===== src/rtl/ele_motion_ctrl.sv =====
// Elevator motion controller: a six-state FSM that moves a one-hot car
// position between four floors, opens the door at served floors and reports
// travel direction. Every output comes straight from a register.
module ele_motion_ctrl #(
  parameter int unsigned MOVE_TICKS = 64,  // cycles to travel one floor
  parameter int unsigned DOOR_TICKS = 96   // cycles the door stays open
) (
  input  logic       clk,
  input  logic       rst_n,
  input  logic [3:0] upReq_reg,
  input  logic [3:0] downReq_reg,
  input  logic [3:0] inEleReq_reg,
  output logic [3:0] position,
  output logic [1:0] ud_mode,
  output logic       door_open,
  output logic       moving,
  output logic [2:0] state
);

  typedef enum logic [2:0] {
    S_IDLE   = 3'd0,
    S_RUN_UP = 3'd1,
    S_RUN_DN = 3'd2,
    S_ARRIVE = 3'd3,
    S_DOOR   = 3'd4,
    S_DECIDE = 3'd5
  } state_e;

  localparam logic [1:0] UD_STOP = 2'b00;
  localparam logic [1:0] UD_UP   = 2'b01;
  localparam logic [1:0] UD_DN   = 2'b10;

  localparam logic [7:0] MOVE_LAST = 8'(MOVE_TICKS - 1);
  localparam logic [7:0] DOOR_LAST = 8'(DOOR_TICKS - 1);

  state_e     state_q, state_d;
  logic [3:0] pos_q, pos_d;
  logic [1:0] ud_q, ud_d;
  logic       door_q, door_d;
  logic       mov_q, mov_d;
  logic [7:0] cnt_q, cnt_d;

  // Request views relative to the current floor. For a one-hot position,
  // pos-1 masks every lower floor and ~(pos | pos-1) every higher floor, so
  // the top floor has nothing above and the bottom floor nothing below.
  logic [3:0] all_req, above, below, here;
  logic [3:0] dir_req, opp_req, ahead, behind;
  logic       going_up;
  logic [1:0] ud_flip;

  assign all_req  = upReq_reg | downReq_reg | inEleReq_reg;
  assign below    = all_req & (pos_q - 4'd1);
  assign above    = all_req & ~(pos_q | (pos_q - 4'd1));
  assign here     = all_req & pos_q;
  assign going_up = (ud_q == UD_UP);
  assign ud_flip  = going_up ? UD_DN : UD_UP;
  assign dir_req  = going_up ? upReq_reg : downReq_reg;
  assign opp_req  = going_up ? downReq_reg : upReq_reg;
  assign ahead    = going_up ? above : below;
  assign behind   = going_up ? below : above;

  // Next-state, next-position, direction and tick counter.
  always_comb begin
    // NOTE: every variable gets a default before the case so no path leaves
    // one unassigned, which would otherwise infer a latch.
    state_d = state_q;
    pos_d   = pos_q;
    ud_d    = ud_q;
    cnt_d   = 8'd0;  // any state entered from another starts its count at 0

    case (state_q)
      S_IDLE: begin
        ud_d = UD_STOP;
        if (|here) begin
          state_d = S_DOOR;
          ud_d    = pos_q[3] ? UD_DN : UD_UP;
        end else if (|above) begin
          state_d = S_RUN_UP;
          ud_d    = UD_UP;
        end else if (|below) begin
          state_d = S_RUN_DN;
          ud_d    = UD_DN;
        end
      end

      S_RUN_UP, S_RUN_DN: begin
        if (cnt_q == MOVE_LAST) begin
          state_d = S_ARRIVE;
          if (state_q == S_RUN_UP) pos_d = pos_q[3] ? pos_q : (pos_q << 1);
          else                     pos_d = pos_q[0] ? pos_q : (pos_q >> 1);
        end else begin
          cnt_d = cnt_q + 8'd1;
        end
      end

      S_ARRIVE: begin
        if (|((inEleReq_reg | dir_req) & pos_q)) begin
          state_d = S_DOOR;
        end else if ((|(opp_req & pos_q)) && !(|ahead)) begin
          state_d = S_DOOR;
          ud_d    = ud_flip;
        end else begin
          state_d = S_DECIDE;
        end
      end

      S_DOOR: begin
        if (cnt_q == DOOR_LAST) state_d = S_DECIDE;
        else                    cnt_d   = cnt_q + 8'd1;
      end

      S_DECIDE: begin
        if (|ahead) begin
          state_d = going_up ? S_RUN_UP : S_RUN_DN;
        end else if (|here) begin
          state_d = S_DOOR;
          ud_d    = ud_flip;
        end else if (|behind) begin
          state_d = going_up ? S_RUN_DN : S_RUN_UP;
          ud_d    = ud_flip;
        end else begin
          state_d = S_IDLE;
          ud_d    = UD_STOP;
        end
      end

      default: begin
        state_d = S_IDLE;
        ud_d    = UD_STOP;
      end
    endcase

    // Door and motion flags follow the state being entered, so they can
    // never be high together.
    door_d = (state_d == S_DOOR);
    mov_d  = (state_d == S_RUN_UP) || (state_d == S_RUN_DN);
  end

  // State and output registers with synchronous active-low reset.
  always_ff @(posedge clk) begin
    // NOTE: sequential state uses non-blocking assignments so all registers
    // update together from values sampled at the same edge.
    if (!rst_n) begin
      state_q <= S_IDLE;
      pos_q   <= 4'b0001;
      ud_q    <= UD_STOP;
      door_q  <= 1'b0;
      mov_q   <= 1'b0;
      cnt_q   <= 8'd0;
    end else begin
      state_q <= state_d;
      pos_q   <= pos_d;
      ud_q    <= ud_d;
      door_q  <= door_d;
      mov_q   <= mov_d;
      cnt_q   <= cnt_d;
    end
  end

  assign position  = pos_q;
  assign ud_mode   = ud_q;
  assign door_open = door_q;
  assign moving    = mov_q;
  assign state     = state_q;

endmodule


===== config.mk =====
export PLATFORM = sky130hd
export DESIGN_NAME = ele_motion_ctrl
export DESIGN_NICKNAME = d
export VERILOG_FILES = /design/src/rtl/ele_motion_ctrl.sv
export SDC_FILE = /design/constraint.sdc
export NUM_CORES = 1
export LEC_CHECK = 0
export CORE_MARGIN = 1.5
export CORE_UTILIZATION = 40
export CTS_BUF_LIST = sky130_fd_sc_hd__clkbuf_16
export DETAILED_ROUTE_END_ITERATION = 6
export PLACE_DENSITY_LB_ADDON = 0.25
export RECOVER_POWER = 100
export SKIP_CTS_REPAIR_TIMING = 1
export SLEW_MARGIN = 15
export SYNTH_ARGS = -nofsm -noshare
export SYNTH_HDL_FRONTEND = slang
export SYNTH_SLANG_ARGS = --single-unit

===== constraint.sdc =====
create_clock -name clk -period 3.3 [get_ports clk]
set_input_delay 0.66 -clock clk [delete_from_list [all_inputs] [get_ports clk]]
set_output_delay 0.66 -clock clk [all_outputs]
set_load 0.05 [all_outputs]

==> results.md <==
- Run status: finished, final reports clean
- 1st-iter DRT viols: 71
- Via density: 5.70
- Die H: 63.7 um
- Yosys reg bits: 19
- Synth top cells by count: 21 x nand2_1, 19 x dfxtp_1, 17 x nor2_1
- Worst Path Required: 3.48 ns
- Setup TNS: 0 ns
- Mean Syn Cell Area: 7.60 sq um
- Count leader, synth: nand2_1
- I/O Buffers: 24
- CTS tree: yes
- Tot GR Track Use: 0.198
- Tmin final: 2.72 ns
- Placed Instances: 259
- Crit-path leading delay family: simple AND/OR/NAND/NOR gates
- WS Path Type: input port to flop
- Period utilization: 0.825
- Antenna violations before repair: 0
- Fin cells: 263
- Worst VDD drop: 213 uV
- Starting Density: 0.428
- Grt total ovfl: 0
- Final hold viol count: 0
- Tot Pwr: 0.604 mW
- Top cells by area in the synthesized netlist: dfxtp_1 26%, nand2_1 5.3%, ha_1 5.1%
- CP Buf/Inv Count: 1
- Setup crit end kind: flop
- Maximum clock path buffer count: 2
- Final WS setup: 0.578 ns
- Share of cells above drive strength 1: 0.0415
- # nets final: 238
- Die W: 63.7 um
- Antenna Nets Post-Route: 0
- Worst clock skew: 0.00427 ns
- Top-level I/O count: 25
- HP Class: flop to flop
- Setup crit start kind: input port
- Max-cap viol count: 0
- Post-synth top area share: 0.258
- Final Slew Violations: 0
- Number of global-route vias before repair: 1,443
- Netlist cell types: 50
- Vias: 1,500
- Pre-CTS setup slack: 0.420 ns
- Area of the core: 3440 sq um
- First-pass GRT wire length: 6530 um
- Slew @ Worst Pin: 0.517 ns
- Clock latency on the worst-skew pair: 0.25 ns
- Min Hold Slack: 0.439 ns
- Gate Count Post-Synth: 194
- Worst-path clk slew: 0.06 ns
- Routed len/inst: 14.0 um
- Root cell of the clock tree: clkbuf_16
- Rel. slew slack: 0.653
- Final Routed Wirelength: 3690 um
- Area of the die: 4060 sq um
- Final Setup Violations: 0
- TritonRoute pass-1 iters: 4
- Rows: 21
- Largest net degree at the start of global routing: 19
- Clk sinks: 19
- Gpl congestion: 0.926
- Synth area leader: dfxtp_1
- Post-detail-place hpwl: 2830 um
- Synth warnings: 0
- P per Cell Area: 331 nW/um^2
- ANT cells: 0
- Mapped Area: 1470 sq um
- Fmax: 367 MHz
- Worst path max stage delay: 0.59 ns
- Critical path's slowest cell: dlygate4sd3_1
- Sequential share of the synthesized area: 0.258
- Post-synth top flop: dfxtp_1
- RSZ-0062 raised after global routing: no
- Leak: 0.663 nW
- P&R area growth vs syn: 23.9%
- # H-tree levels: 1
- Syn Nets: 214
- Crit path DAT: 2.90 ns
- Critical-path cell list: dlygate4sd3_1, o31ai_1, nand4_1, or4_1, a311o_1, a21oi_1
- Async SR Flop Fraction: 0
- DRC violations left: 0
- CTS Buf Count: 3
- Worst-path fanout max: 8
- Post-synth EDFFs: 0
## power breakdown
| group | switching, mW | leakage [nW] | internal, mW |
|---|---|---|---|
| Clock | 0.0841 | 0.0409 | 0.162 |
| Combinational | 0.0691 | 0.468 | 0.0462 |
| Sequential | 0.00690 | 0.154 | 0.235 |
## placed cells by master (no fill, tap or decap), types with 2 or more instances in the layout
cell,instances
xnor2_1,7
clkbuf_16,3
nor3_1,10
mux2i_1,5
nand2_1,21
inv_1,11
nor4_1,4
o21a_1,2
o31ai_1,8
or4b_1,4
o211ai_1,3
o21ai_0,11
nand4_1,2
dlygate4sd3_1,13
dfxtp_1,19
nor2_1,17
nand3_1,7
and4_1,2
clkdlybuf4s50_1,11
o311ai_0,4
nor2b_1,3
a21oi_1,7
and3_1,3
o311ai_1,2
ha_1,6
a31oi_1,3
a211oi_1,2
buf_4,3
or4_1,2
## flip-flops by register name, summed over array words and instances (netlist names)
name and cells:
door_open 1, state 3, ud_mode 2, cnt_q 8, moving 1, position 4
## through the flow
step / util / area [sq um]
floorplan: - / 1470
global placement: 0.509 / 1750
detailed placement: 0.509 / 1750
CTS: 0.533 / 1830
global route: 0.531 / 1830
finish: 0.531 / 1830
## metal layers
layer	global-route usage	vias up	wire, um
met1	0.263	683	1800
met5	0	-	0
met4	0.0516	0	59
li1	-	775	-
met3	0.0304	7	139
met2	0.334	35	1690
## final timing paths
check	start	to	slack (ns)	cells past startpoint
worst max-delay path	upReq_reg[2]	ud_mode[1]$_SDFFE_PN0P_	0.58	6
worst min-delay path	cnt_q[0]$_SDFF_PN0_	cnt_q[0]$_SDFF_PN0_	0.44	1
worst max register to register	position[0]$_SDFFE_PN1P_	moving$_SDFF_PN0_	0.75	10
worst min register to register	cnt_q[0]$_SDFF_PN0_	cnt_q[0]$_SDFF_PN0_	0.44	1
## cell families after synthesis
kind of cell	share of synthesized area
xor gates and xnor gates	0.0475
muxes	0.0416
adders and majority gates	0.0509
and+or+nand+nor	0.295
DFF	0.258
AOI/OAI and AO/OA	0.248
buffers and inverters	0.0586
## worst register-to-register path, stage by stage (launching register included)
cell and delay, ns:
dfxtp_1 0.52, inv_1 0.17, ha_1 0.22, inv_1 0.05, ha_1 0.21, o31ai_1 0.06
o21ai_1 0.17, o21a_1 0.27, o311ai_1 0.37, nand4b_1 0.18, and4_1 0.23
## final cells by class
type / count / area [sq um]
multi-input combinational: 155 / 1000
inverter: 12 / 45.0
sequential: 19 / 380
clock inverter: 1 / 5.00
timing repair buffer: 27 / 263
clock buffer: 3 / 75.1
fill: 348 / 1620
tap: 46 / 57.6
No activity file was read; power rests on OpenSTA's default activity.
